## src/rtl/hash_nonce_ctrl.sv

```systemverilog
// ---------------------------------------------------------------------------
// hash_nonce_ctrl
//
// Purpose:
//   Drives a 36-round hash core through a nonce search. On an accepted start
//   the block content and difficulty target are latched. Each nonce is then
//   tried for 36 cycles (counter 0..35). At counter 35 the core's hash H is
//   compared against the target. A hit ends the search; a miss advances the
//   nonce. The search also ends on nonce exhaustion (a miss at 32'hFFFF_FFFF).
//
// Configuration:
//   HASH_CTRL_LIMIT_EN - when defined, a 16-bit attempt counter also ends the
//                        search after the MAX_TRIES-th miss.
//
// Parameters:
//   NONCE_START - first nonce tried after each start
//   MAX_TRIES   - attempt limit (only with HASH_CTRL_LIMIT_EN)
//
// Ports:
//   clk        in   clock, rising edge
//   reset_L    in   synchronous active-low reset
//   start      in   begin a search (honoured only in IDLE)
//   payload    in   96-bit block content, latched on accepted start
//   target     in   8-bit difficulty threshold, latched on accepted start
//   H          in   24-bit hash from the core
//   bloque_in  out  {payload_reg, nonce} driven to the core
//   counter    out  round counter driven to the core
//   fin        out  freezes core accumulation when 1
//   busy       out  high while searching
//   done       out  one-cycle pulse at search end
//   found      out  last search met the target
//   nonce_out  out  winning or last-tried nonce
//   hash_out   out  H captured at search end
// ---------------------------------------------------------------------------
module hash_nonce_ctrl #(
    parameter logic [31:0] NONCE_START = 32'h0000_0000,
    parameter logic [15:0] MAX_TRIES   = 16'd1000
) (
    input  logic         clk,
    input  logic         reset_L,
    input  logic         start,
    input  logic [95:0]  payload,
    input  logic [7:0]   target,
    input  logic [23:0]  H,
    output logic [127:0] bloque_in,
    output logic [5:0]   counter,
    output logic         fin,
    output logic         busy,
    output logic         done,
    output logic         found,
    output logic [31:0]  nonce_out,
    output logic [23:0]  hash_out
);

    typedef enum logic [1:0] {
        IDLE = 2'd0,
        RUN  = 2'd1,
        DONE = 2'd2
    } state_t;

    state_t       state;
    state_t       state_next;
    logic [95:0]  payload_reg;
    logic [7:0]   target_reg;
    logic [31:0]  nonce;
    logic         last_round;
    logic         hit;
    logic         exhausted;
    logic         limit_reached;
    logic         search_end;

    // The hash is only meaningful on the final round of an attempt.
    assign last_round = (state == RUN) && (counter == 6'd35);
    assign hit        = (H[23:16] < target_reg);
    assign exhausted  = (nonce == 32'hFFFF_FFFF);

`ifdef HASH_CTRL_LIMIT_EN
    logic [15:0] tries;

    // tries counts misses already completed, so this miss is number tries+1.
    assign limit_reached = ((tries + 16'd1) == MAX_TRIES);
`else
    logic unused_cfg;

    assign limit_reached = 1'b0;
    assign unused_cfg    = ^MAX_TRIES;
`endif

    assign search_end = last_round && (hit || exhausted || limit_reached);
    assign bloque_in  = {payload_reg, nonce};

    // State register.
    always_ff @(posedge clk) begin
        if (!reset_L) begin
            state <= IDLE;
        end else begin
            state <= state_next;
        end
    end

    // Next-state logic: DONE always falls back to IDLE after one cycle.
    always_comb begin
        state_next = state;
        case (state)
            IDLE:    if (start) state_next = RUN;
            RUN:     if (search_end) state_next = DONE;
            DONE:    state_next = IDLE;
            default: state_next = IDLE;
        endcase
    end

    // Status outputs decoded from the state alone.
    always_comb begin
        busy = (state == RUN);
        done = (state == DONE);
        fin  = (state != RUN);
    end

    // Datapath: latched inputs, nonce/round stepping and result capture.
    // The nonce is left untouched when the search ends so nonce_out reports
    // the attempt that finished it.
    always_ff @(posedge clk) begin
        if (!reset_L) begin
            payload_reg <= '0;
            target_reg  <= '0;
            nonce       <= '0;
            counter     <= '0;
            found       <= 1'b0;
            nonce_out   <= '0;
            hash_out    <= '0;
`ifdef HASH_CTRL_LIMIT_EN
            tries       <= '0;
`endif
        end else if (state == IDLE) begin
            counter <= '0;
            if (start) begin
                payload_reg <= payload;
                target_reg  <= target;
                nonce       <= NONCE_START;
                found       <= 1'b0;
`ifdef HASH_CTRL_LIMIT_EN
                tries       <= '0;
`endif
            end
        end else if (state == RUN) begin
            if (last_round) begin
                counter <= '0;
                if (search_end) begin
                    found     <= hit;
                    nonce_out <= nonce;
                    hash_out  <= H;
                end else begin
                    nonce <= nonce + 32'd1;
`ifdef HASH_CTRL_LIMIT_EN
                    tries <= tries + 16'd1;
`endif
                end
            end else begin
                counter <= counter + 6'd1;
            end
        end else begin
            counter <= '0;
        end
    end

endmodule

```

## config.mk

```make
export PLATFORM = sky130hd
export DESIGN_NAME = hash_nonce_ctrl
export DESIGN_NICKNAME = d
export VERILOG_FILES = /design/src/rtl/hash_nonce_ctrl.sv
export SDC_FILE = /design/constraint.sdc
export NUM_CORES = 1
export LEC_CHECK = 0
export BUFFER_PORTS_ARGS = -buffer_cell sky130_fd_sc_hd__buf_2
export CAP_MARGIN = 20
export CORE_UTILIZATION = 25
export DETAILED_ROUTE_END_ITERATION = 10
export GPL_TIMING_DRIVEN = 0
export SYNTH_ARGS = -nofsm -noshare
export SYNTH_HDL_FRONTEND = slang
export SYNTH_SLANG_ARGS = --single-unit
```

## constraint.sdc

```tcl
create_clock -name clk -period 4.8 [get_ports clk]
set_input_delay 0.96 -clock clk [delete_from_list [all_inputs] [get_ports clk]]
set_output_delay 0.96 -clock clk [all_outputs]
set_load 0.01 [all_outputs]
```

Word-level counts from Yosys, hierarchy flattened. Cells that the tools add are included.

$add $sub $neg: 2. Order comparisons: 1. Equality and inequality tests: 8. Muxes and demuxes: 13. Bitwise logic cells: 3. Reduce and logical (&&, ||, !) cells: 13.

Operators with widths (count): 2-to-1 mux 32 bit (5); adder 32 x 1 -> 32 bit (second input constant) (1); == test 32 bit (second input constant) (1); AND reduction 4 bit (3); < comparator 8 bit (1); adder 6 x 1 -> 6 bit (second input constant) (1); == test 6 bit (second input constant) (1); inequality test 2 x 1 -> 1 bit (second input constant) (3); nonzero test 2 bit (3); 2-to-1 mux 1 bit (5); 2-to-1 mux 2 bit (2); case mux 2 bit (2 select lines) (1); AND reduction 2 bit (2); OR reduction 4 bit (1); NOT 1 bit (3); == test 2 x 1 -> 1 bit (second input constant) (1); == test 2 bit (second input constant) (1); logical AND 1 bit (2); logical NOT 2 bit (1); inequality test 2 bit (second input constant) (1); logical OR 1 bit (1).

Register bits: 201. Output and inout port bits: 194.

Logic depth before layout (Yosys ltp). Gate-level depths: netlist of run 1.

Depth after elaboration: 7. Gate-level depth with buffers: 10. Depth with buffers taken out: 8.

Least setup slack after synthesis of run 1. No wires, ideal clock.

Kind: input to register. Start: input port H[21]. End: register nonce[31]. Setup time: 0.062 ns. Arrival: 2.790 ns. Data required time: 4.738 ns. Path slack: 1.948 ns. Stages: 8. Buffers on the path: 2. Path through: ha_1 nand4_1 o311a_1 clkbuf_1 nor4_2 clkbuf_1 o211ai_1 nand3_1.

Word-level cells in the longest chain between the ends: 5.

RTL lines: start: declaration (RTL line 44) `input logic [23:0] H,`; < comparator 8 bit (RTL line 74) `assign hit = (H[23:16] < target_reg);`; logical OR 1 bit (RTL line 89) `assign search_end = last_round && (hit || exhausted || limit_reached);`; logical AND 1 bit (RTL line 89); inequality test 2 x 1 -> 1 bit (no source line); AND reduction 4 bit (no source line); end signal: assignment (RTL line 153) `nonce <= nonce + 32'd1;`; end: declaration (RTL line 65) `logic [31:0] nonce;`.

No other way between the ends. A chain may end at the register's enable or synchronous reset.

Worst setup path in the final report of run 1.
Start: input port H[23]. End: register nonce[31].

Same word-level chain as after synthesis.

==> results.py, run 1 <==
metrics = {
    "cells_and_area": {
        "register_area_mm2": 0.004024,
        "final_cells": 1783,
        "area_growth_pct": 36.92,
        "final_layout_size_suffix_gt1_share_pct": 27.91,
        "layout.filler_cells": 3305,
        "multi_input_comb_area_mm2": 0.003557,
        "num-nets-final": 1506,
        "largest_register_ffs": 96,
    },
    "sta": {
        "slew-limit-headroom_pct": 47.23,
        "setup_violations": 0,
        "finalSetupTns_ns": 0,
        "fin_crit_sh_pct": 65.35,
        "final.min_clock_period_ns": 3.137,
        "final.setup_skew_ns": 0.01047,
        "rsz_0062_raised_after_global_routing": "no",
        "maxClockFrequency_ghz": 0.3188,
        "postLayoutSetupSlackWorst_ns": 1.663,
        "report.final.slew_viol_count": 0,
        "final-hold-violation-count": 0,
        "transition_time_of_the_tightest_slew_check_pin_ns": 0.7887,
    },
    "global_routing": {
        "grt_pass1_wl_um": 44020,
        "first_global_vias": 8046,
        "groute.usage.overall_pct": 16.82,
        "grt_max_degree": 13,
        "grt_overflow_total": 0,
        "antenna_found_initial": 6,
    },
    "power": {
        "clockPowerShare_pct": 47.0,
        "power_total_uw": 3974,
        "power_dissipated_by_switching_net_loads_uw": 970.0,
        "p_per_area_mw_per_mm2": 364.6,
        "switching_share_pct": 24.41,
        "leakage_power_of_the_design_uw": 0.004768,
        "ir_worst_vdd_mv": 0.2744,
        "sequentialPowerShare_pct": 44.0,
        "p_int_uw": 3004,
        "share_comb_of_total_power_pct": 9.0,
    },
    "drt": {
        "postRouteWirelength_um": 28480,
        "vias": 8396,
        "routed_wire_length_per_instance_um": 15.97,
        "detail_route.iter0.violations": 506,
        "remaining_drc_errors": 0,
        "postRouteAntennaNets": 0,
        "post_drt_via_cell_ratio": 4.709,
        "drt_pass1_iterations": 5,
    },
    "setup_path": {
        "worstReg2RegStart": "target_reg[7]$_SDFFE_PN0P_",
        "path_buf_inv": 3,
        "timing.setup.critical_path_class": "input port to flop",
        "timing.critical_path.slowest_stage_cell": "nor4_2",
        "critPathRequiredTime_ns": 5.25,
        "critPathMaxStageDelay_ns": 0.62,
        "worstSetupEndpointType": "flop",
        "crit_fanout": 10,
        "cp_data_arrival_time_ns": 3.59,
        "crit_path_cell_trace": "buf_2 -> ha_1 -> nand4_1 -> o311a_1 -> clkbuf_1 -> nor4_2 -> clkbuf_1 -> o211ai_1 -> nand3_1",
        "cpLargestDelayFamily": "buffers and inverters",
        "worst_setup_path_start_kind": "input port",
        "critical_path.startpoint": "H[23]",
        "cp_common_cell": "clkbuf_1",
    },
    "synthesis": {
        "postSynthCellCount": 1015,
        "async_reset_ff_share_pct": 0,
        "ys_types": 54,
        "synth_compound_area_share_pct": 17.18,
        "mappedNetlistArea_mm2": 0.007961,
        "synth_nets": 1155,
        "ys_seq_elements": 201,
        "synth.mux.area_fraction_pct": 0.1257,
        "share_of_synthesized_cell_area_in_full_adder_half_adder_and_majority_cells_pct": 1.414,
        "synth_xor_xnor_area_share_pct": 0.6601,
        "synth_top_family_by_area": "simple AND/OR/NAND/NOR gates",
        "synth-simple-area-share_pct": 25.30,
        "synthesis.yosys.warnings": 0,
        "synth_seq_area_share_pct": 50.54,
        "number_of_flops_mapped_to_enable_cells_by_yosys": 0,
        "avgSynthCellArea_um2": 7.844,
        "synth_top_flop_cell": "dfxtp_1",
    },
    "clock_network": {
        "clock_latency_ns": 0.51,
        "cts.repair_timing.setup_buffer_count": 0,
        "clkTransAtPathRegs_ns": 0.06,
        "cts.sink_count": 201,
        "cts_htree_levels": 1,
        "post_cts_hold_fix_bufs": 0,
        "cts_tree": "done",
        "max-clock-path-buffers": 3,
        "post_cts_resized": 0,
        "clockRootBuffer": "clkbuf_16",
        "numCtsBuffers": 25,
    },
    "place": {
        "dp.final_hpwl_um": 21670,
        "pre_cts_slack_ns": 1.135,
        "place_congestion": 0.9000,
        "place_inst": 1735,
        "port-buffer-count": 323,
    },
    "run": {
        "cap_violations": 0,
    },
    "floorplan": {
        "floorplan.die_area_mm2": 0.03256,
        "die_h_um": 180.5,
        "std_cell_rows": 64,
        "core-area_mm2": 0.03099,
        "die_width_um": 180.5,
        "start_util_pct": 25.69,
        "io_pins": 325,
    },
    "hold_path": {
        "start_point_of_the_worst_hold_path": "payload_reg[6]$_SDFFE_PN0P_",
        "min_path_type": "flop to flop",
    },
    "outcome": {
        "status": "completed",
    },
}
Yosys cell counts, types with 4 or more instances:
library cell	n	area, um2
nand2_1	296	1111
dfxtp_1	201	4024
a21oi_1	119	595.6
nand3_1	76	380.4
o21ai_0	71	355.3
clkbuf_1	54	202.7
nor2_1	30	112.6
inv_1	18	67.56
nand4_1	12	75.07
a31oi_1	11	68.82
buf_2	10	50.05
nor3_1	10	50.05
o31ai_1	10	75.07
ha_1	9	112.6
and3_1	8	50.05
nor4_1	7	43.79
and4_1	6	52.55
buf_1	6	22.52
o21a_1	5	37.54
o21ai_1	4	20.02
per-stage QoR:
| stage | instance area [um2] | hold WS (ns) | util [%] |
|---|---|---|---|
| floorplan | 7961 | 0.4363 | - |
| global placement | 10070 | 0.4396 | 32.51 |
| detailed placement | 10080 | 0.4430 | 32.52 |
| CTS | 10890 | 0.4525 | 35.14 |
| global route | 10890 | 0.4689 | 35.14 |
| finish | 10900 | 0.4501 | 35.17 |
final timing paths:
| kind | endpoint | slack, ns | cells after the start |
|---|---|---|---|
| worst max-delay path | nonce[31]$_SDFFE_PN0P_ | 1.66 | 9 |
| worst min-delay path | payload_reg[6]$_SDFFE_PN0P_ | 0.45 | 2 |
| worst max register to register | nonce[31]$_SDFFE_PN0P_ | 1.88 | 9 |
| worst min register to register | payload_reg[6]$_SDFFE_PN0P_ | 0.45 | 2 |
area by class of cell:
| cell class | instances | area share (%) |
|---|---|---|
| clock inverters | 10 | 1.217 |
| well taps | 396 | 4.545 |
| inverters | 18 | 0.6198 |
| flip-flops and latches | 201 | 36.91 |
| clock buffers | 34 | 6.233 |
| multi-input cells | 721 | 32.63 |
| repair buffers | 324 | 14.88 |
| diodes | 4 | 0.09183 |
| plain buffers | 75 | 2.870 |
metal layers:
layer  up-vias  routed length, um  track usage, %
met1      3856              12100           20.60
met2       294              13440           28.64
li1       4188                  -               -
met3        54               2178           4.426
met5         -                 18               0
met4         4                735           5.299
cell families after synthesis:
family / count (synthesis)
AO/OA/AOI/OAI: 244
AND/OR/NAND/NOR: 461
XOR/XNOR: 6
adder cells (fa/ha/maj): 9
buffers and inverters: 93
flip-flops: 201
multiplexers: 1
cells in the final DEF (no fill, tap or decap), types with 18 or more instances in the layout:
master	instances
nand2_1	296
clkbuf_1	61
buf_2	334
nor2_1	30
a21oi_1	119
inv_1	18
o21ai_0	71
dfxtp_1	201
nand3_1	76
clkbuf_16	25
worst register-to-register path, cell delays in order, from the launching register on:
cell and delay [ns]:
dfxtp_1 0.32, inv_1 0.07, ha_1 0.30, nand4_1 0.11, o311a_1 0.42, clkbuf_1 0.26
nor4_2 0.63, clkbuf_1 0.46, o211ai_1 0.18, nand3_1 0.12
power by group through the flow:
stage	combinational (uW)	clock [uW]	sequential, uW
after floorplan	158	0	1810
after global placement	358	0	1780
after detailed placement	363	0	1790
after CTS	364	1920	1750
after global routing	398	1990	1760
final	357	1870	1750
Note: power is estimated with default switching activity, not from simulation.
==> inputs of run 2 (changes only) <==
ABC_AREA = 1   (was default)
clock period = 2.65 ns   (was 4.8 ns; I/O delays follow)
==> run 2 against run 1 <==
Worst setup slack lost 1.4 ns. Clock power up 83%. Clock-buffer cell count unchanged. Flip-flop and latch count unchanged. First-iteration DRC count shrank 33%. Highest routed layer is now met4. Synthesized cell count increased by 11%. Power increased by 89%. Sequential power rose by 86%. Clock skew rose by 0.016 ns. Final area grew 3.3%.
==> results.py, run 2 <==
metrics = {
    "place": {
        "dp.final_hpwl_um": 22010,
        "port-buffer-count": 324,
        "place_congestion": 0.9063,
    },
    "setup_path": {
        "crit_path_cell_trace": "ha_2 -> nand2_2 -> nor2_4 -> nand2_4 -> nor2_4 -> nand3_1 -> nand2_1 -> nand2_2 -> buf_6 -> clkbuf_1 -> o21ai_0 -> nor2_1",
        "critPathMaxStageDelay_ns": 0.40,
        "path_buf_inv": 2,
        "worst_setup_path_start_kind": "flop",
        "crit_fanout": 10,
        "timing.setup.critical_path_class": "flop to flop",
        "cpLargestDelayFamily": "simple AND/OR/NAND/NOR gates",
        "worstSetupEndpointType": "flop",
        "cp_data_arrival_time_ns": 2.75,
        "timing.critical_path.slowest_stage_cell": "dfxtp_2",
        "critPathRequiredTime_ns": 3.05,
    },
    "clock_network": {
        "cts.sink_count": 201,
        "post_cts_hold_fix_bufs": 0,
        "cts_htree_levels": 1,
        "clkTransAtPathRegs_ns": 0.06,
        "cts_tree": "done",
        "clockRootBuffer": "clkbuf_16",
        "max-clock-path-buffers": 3,
        "numCtsBuffers": 24,
        "clock_latency_ns": 0.53,
    },
    "sta": {
        "final.min_clock_period_ns": 2.345,
        "rsz_0062_raised_after_global_routing": "no",
        "fin_crit_sh_pct": 88.51,
        "final.setup_skew_ns": 0.02647,
        "transition_time_of_the_tightest_slew_check_pin_ns": 0.7332,
        "slew-limit-headroom_pct": 51.12,
        "maxClockFrequency_ghz": 0.4264,
        "report.final.slew_viol_count": 0,
        "final-hold-violation-count": 0,
        "setup_violations": 0,
        "fin_hold_ws_ns": 0.2457,
        "finalSetupTns_ns": 0,
    },
    "global_routing": {
        "groute.usage.overall_pct": 16.02,
        "first_global_vias": 7746,
        "antenna_found_initial": 2,
        "grt_overflow_total": 0,
        "grt_max_degree": 13,
        "grt_pass1_wl_um": 42270,
    },
    "drt": {
        "topRoutingLayerUsed": "met4",
        "met3_routed_length_um": 2063,
        "detail_route.iter0.violations": 341,
        "vias": 8346,
        "drt_pass1_iterations": 5,
        "post_drt_via_cell_ratio": 4.315,
        "dr_wl_met2_um": 13300,
        "route.layer.met1.wl_um": 11800,
        "routed_wire_length_per_instance_um": 14.46,
        "remaining_drc_errors": 0,
        "postRouteAntennaNets": 0,
        "postRouteWirelength_um": 27960,
    },
    "floorplan": {
        "io_pins": 325,
        "core-area_mm2": 0.03245,
        "floorplan.die_area_mm2": 0.03369,
        "std_cell_rows": 66,
        "start_util_pct": 25.39,
        "die_h_um": 183.6,
        "die_width_um": 183.6,
    },
    "power": {
        "leakage_power_of_the_design_uw": 0.005019,
        "p_per_area_mw_per_mm2": 668.8,
        "ir_worst_vdd_mv": 0.4967,
    },
    "cells_and_area": {
        "layout_commonest_cell": "nor2_1",
        "num-nets-final": 1613,
        "area_growth_pct": 36.59,
        "largest_register_ffs": 96,
        "final_layout_size_suffix_gt1_share_pct": 28.34,
        "layout.filler_cells": 3497,
        "mostFrequentLayoutCells": "385 x nor2_1, 329 x buf_2, 200 x dfxtp_1, 158 x o21ai_0, 117 x nand2_1",
        "multi_input_comb_area_mm2": 0.003746,
        "register_area_mm2": 0.004025,
    },
    "synthesis": {
        "mappedNetlistArea_mm2": 0.008240,
        "synthDominantAreaCellType": "dfxtp_1",
        "ys_seq_elements": 201,
        "synth_most_common_cell": "nor2_1",
        "postSynthCellCount": 1123,
        "synth_seq_area_share_pct": 48.83,
        "synthesis.yosys.warnings": 0,
        "synth_top_flop_cell": "dfxtp_1",
        "async_reset_ff_share_pct": 0,
        "synth.top_cells.by_count": "385 x nor2_1, 201 x dfxtp_1, 161 x o21ai_0, 117 x nand2_1, 50 x nand3_1",
        "avgSynthCellArea_um2": 7.338,
        "synth_largest_type_area_fraction_pct": 48.83,
        "ys_types": 33,
        "synth_nets": 1263,
        "number_of_flops_mapped_to_enable_cells_by_yosys": 0,
        "netlist_top_cells_area": "dfxtp_1 49%, nor2_1 18%, o21ai_0 9.8%",
    },
    "run": {
        "cap_violations": 0,
    },
    "hold_path": {
        "min_path_type": "input port to flop",
    },
    "outcome": {
        "status": "completed",
    },
}
==> run 2: per-layer routing <==
layer | global-route usage, % | vias to the layer above
met5 | 0 | -
met4 | 5.000 | 0
met3 | 4.338 | 42
met2 | 27.88 | 283
met1 | 19.03 | 3726
li1 | - | 4295
==> run 2: layout make-up <==
cell class / count / share of cell area (%)
diodes: 3 / 0.06670
clock inverters: 8 / 1.145
clock buffers: 34 / 6.203
flip-flops and latches: 201 / 35.76
inverters: 39 / 1.301
repair buffers: 324 / 14.41
well taps: 442 / 4.913
multi-input cells: 817 / 33.28
plain buffers: 66 / 2.924
==> run 2: cells by family after synthesis <==
kind of cell    Yosys count  synth area share (%)
fa+ha+maj                 9                 1.367
compound gates          206                 13.42
simple gates            582                 28.52
xor+xnor                 20                 2.126
buf+inv                 105                 5.740
flops                   201                 48.83
==> run 2: worst paths after layout <==
kind	from	end	slack, ns	cells past startpoint
worst max-delay path	nonce[1]$_SDFFE_PN0P_	hash_out[18]$_SDFFE_PN0P_	0.30	12
worst min-delay path	H[2]	hash_out[2]$_SDFFE_PN0P_	0.25	3
worst max register to register	nonce[1]$_SDFFE_PN0P_	hash_out[18]$_SDFFE_PN0P_	0.30	12
worst min register to register	target_reg[3]$_SDFFE_PN0P_	target_reg[3]$_SDFFE_PN0P_	0.46	2
==> run 2: power by group <==
group / internal (uW) / switching (uW)
Clock: 2120 / 1310
Combinational: 322 / 526
Sequential: 3180 / 72.8
Total: 5620 / 1910
==> run 2: stage by stage <==
stage,setup WS (ns),utilization (%),total power (uW),area (um2),std cells
6_report,0.3046,34.68,7528,11260,1934
5_1_grt,0.001581,34.68,7882,11250,1933
4_1_cts,0.003315,34.64,7642,11240,1931
3_5_place_dp,-0.2504,32.09,4168,10420,1889
3_3_place_gp,-0.2183,32.09,4154,10420,1889
2_1_floorplan,0.6986,-,3772,8240,1123
==> run 2: repair_timing <==
action / in CTS / in global routing
pin swaps: 0 / 0
setup endpoints to repair: 1 / 28
resized for setup: 1 / 8
buffers inserted: 0 / 0
==> run 2: worst register-to-register path: stages, from the launching register on <==
cell	delay [ns]
dfxtp_2	0.40
ha_2	0.28
nand2_2	0.09
nor2_4	0.21
nand2_4	0.12
nor2_4	0.17
nand3_1	0.12
nand2_1	0.10
nand2_2	0.07
buf_6	0.17
clkbuf_1	0.23
o21ai_0	0.21
nor2_1	0.06
==> inputs of run 3 (changes only) <==
ABC_AREA = default   (was 1)
==> run 3 against run 2 <==
Highest routed layer is now met5. Final cell count down 7.7%. Clock power down 1%. Hold slack better by 0.0032 ns. Critical endpoint is now nonce_out[0]$_SDFFE_PN0P_. Power down 4.3%.
==> results.py, run 3 (synthesized netlist as in run 1, its figures left out) <==
metrics = {
    "setup_path": {
        "worstReg2RegStart": "nonce[4]$_SDFFE_PN0P_",
        "cp_data_arrival_time_ns": 2.88,
        "crit_path_cell_trace": "clkbuf_1 -> nand4_1 -> or4_4 -> nor3_4 -> o21ai_4 -> buf_6 -> buf_2 -> nand3_1 -> o21ai_0",
        "worst_setup_path_start_kind": "flop",
        "timing.rr.end": "nonce_out[0]$_SDFFE_PN0P_",
        "critPathRequiredTime_ns": 3.03,
        "cpLargestDelayFamily": "simple AND/OR/NAND/NOR gates",
        "timing.setup.critical_path_class": "flop to flop",
        "critPathMaxStageDelay_ns": 0.50,
        "reg2reg_depth": 9,
        "reg2reg_slack_ns": 0.14,
        "crit_fanout": 10,
        "path_buf_inv": 3,
        "timing.critical_path.slowest_stage_cell": "or4_4",
        "worstSetupEndpointType": "flop",
    },
    "global_routing": {
        "grt_overflow_total": 0,
        "grt_max_degree": 13,
        "first_global_vias": 8043,
        "grt_pass1_wl_um": 44060,
        "antenna_found_initial": 6,
        "groute.usage.overall_pct": 16.85,
    },
    "power": {
        "ir_worst_vdd_mv": 0.4970,
        "leakage_power_of_the_design_uw": 0.004806,
        "p_per_area_mw_per_mm2": 654.8,
    },
    "sta": {
        "transition_time_of_the_tightest_slew_check_pin_ns": 0.7541,
        "final.setup_skew_ns": 0.01157,
        "fin_crit_sh_pct": 94.67,
        "setup_violations": 0,
        "final-hold-violation-count": 0,
        "report.final.slew_viol_count": 0,
        "final.min_clock_period_ns": 2.509,
        "postLayoutSetupSlackWorst_ns": 0.1411,
        "rsz_0062_raised_after_global_routing": "no",
        "maxClockFrequency_ghz": 0.3986,
        "fin_hold_ws_ns": 0.2489,
        "slew-limit-headroom_pct": 49.54,
    },
    "place": {
        "place_congestion": 0.9000,
        "pre_cts_slack_ns": -0.5847,
        "cell_area_after_placement_mm2": 0.01008,
        "dp.final_hpwl_um": 21670,
        "port-buffer-count": 323,
        "place_inst": 1735,
    },
    "drt": {
        "postRouteWirelength_um": 28570,
        "routed_wire_length_per_instance_um": 16.00,
        "detail_route.iter0.violations": 519,
        "remaining_drc_errors": 0,
        "vias": 8415,
        "drt_pass1_iterations": 5,
        "postRouteAntennaNets": 0,
        "post_drt_via_cell_ratio": 4.712,
    },
    "cells_and_area": {
        "num-nets-final": 1509,
        "final_cells": 1786,
        "largest_register_ffs": 96,
        "area_growth_pct": 38.25,
        "final_layout_size_suffix_gt1_share_pct": 29.08,
        "mostFrequentLayoutCells": "333 x buf_2, 295 x nand2_1, 199 x dfxtp_1, 119 x a21oi_1, 74 x nand3_1",
        "layout.filler_cells": 3295,
        "layout_commonest_cell": "buf_2",
        "fin_util_pct": 35.52,
        "final_std_cell_area_no_fill_mm2": 0.01101,
    },
    "clock_network": {
        "clkTransAtPathRegs_ns": 0.06,
        "numCtsBuffers": 25,
        "cts.sink_count": 201,
        "clock_latency_ns": 0.51,
        "post_cts_hold_fix_bufs": 0,
        "max-clock-path-buffers": 3,
        "clockRootBuffer": "clkbuf_16",
        "cts_tree": "done",
        "cts_htree_levels": 1,
    },
    "floorplan": {
        "die_width_um": 180.5,
        "core-area_mm2": 0.03099,
        "std_cell_rows": 64,
        "io_pins": 325,
        "die_h_um": 180.5,
        "start_util_pct": 25.69,
        "floorplan.die_area_mm2": 0.03256,
    },
    "run": {
        "cap_violations": 0,
    },
    "hold_path": {
        "holdPathEnd": "target_reg[5]$_SDFFE_PN0P_",
        "start_point_of_the_worst_hold_path": "target[5]",
        "worst_hold_path.num_cells": 3,
        "min_path_type": "input port to flop",
    },
    "outcome": {
        "status": "completed",
    },
}
[run 3: worst max path at each step]
stage,from,end,cells after the start
global placement,H[23],nonce[21]$_SDFFE_PN0P_,7
CTS,state[1]$_SDFFE_PN0P_,payload_reg[86]$_SDFFE_PN0P_,7
global route,nonce[4]$_SDFFE_PN0P_,hash_out[17]$_SDFFE_PN0P_,9
floorplan,H[21],nonce[31]$_SDFFE_PN0P_,8
finish,nonce[4]$_SDFFE_PN0P_,nonce_out[0]$_SDFFE_PN0P_,9
detailed placement,H[23],nonce[31]$_SDFFE_PN0P_,9
[run 3: report_power, final]
group / internal (uW) / total (uW) / switching (uW)
Combinational: 243 / 657 / 414
Sequential: 3120 / 3170 / 47.8
Clock: 2080 / 3380 / 1300
[run 3: layout make-up]
class,count,area [um2],area share [%]
Sequential cell,201,4026,36.58
Multi-Input combinational cell,721,3625,32.93
Timing Repair Buffer,328,1652,15.01
Clock buffer,34,679.4,6.173
Tap cell,396,495.5,4.502
Buffer,74,319.1,2.899
Clock inverter,10,132.6,1.205
Inverter,18,67.56,0.6138
Antenna cell,4,10.01,0.09094
[run 3: layer usage]
metal | part of all wire (%) | track usage, % | routed length [um]
met5 | 0.063 | 0 | 18
met4 | 2.4 | 4.957 | 692
met3 | 7.8 | 4.446 | 2225
met2 | 47 | 28.84 | 13520
met1 | 42 | 20.61 | 12110
[run 3: metrics by stage]
stage	total power, uW	TNS [ns]
CTS	7321	0
detailed placement	3891	-31.31
global route	7516	0
floorplan	3561	0
global placement	3879	-35.85
finish	7208	0
[run 3: timing repair]
action,in CTS,in global routing
hold endpoints to repair,0,0
buffers inserted,2,2
pin swaps,1,1
setup endpoints to repair,130,104
gates resized for setup,10,15
[run 3: worst min-delay path: stages]
cell and delay, ns:
buf_2 0.10, nand2_1 0.04, a21oi_1 0.05
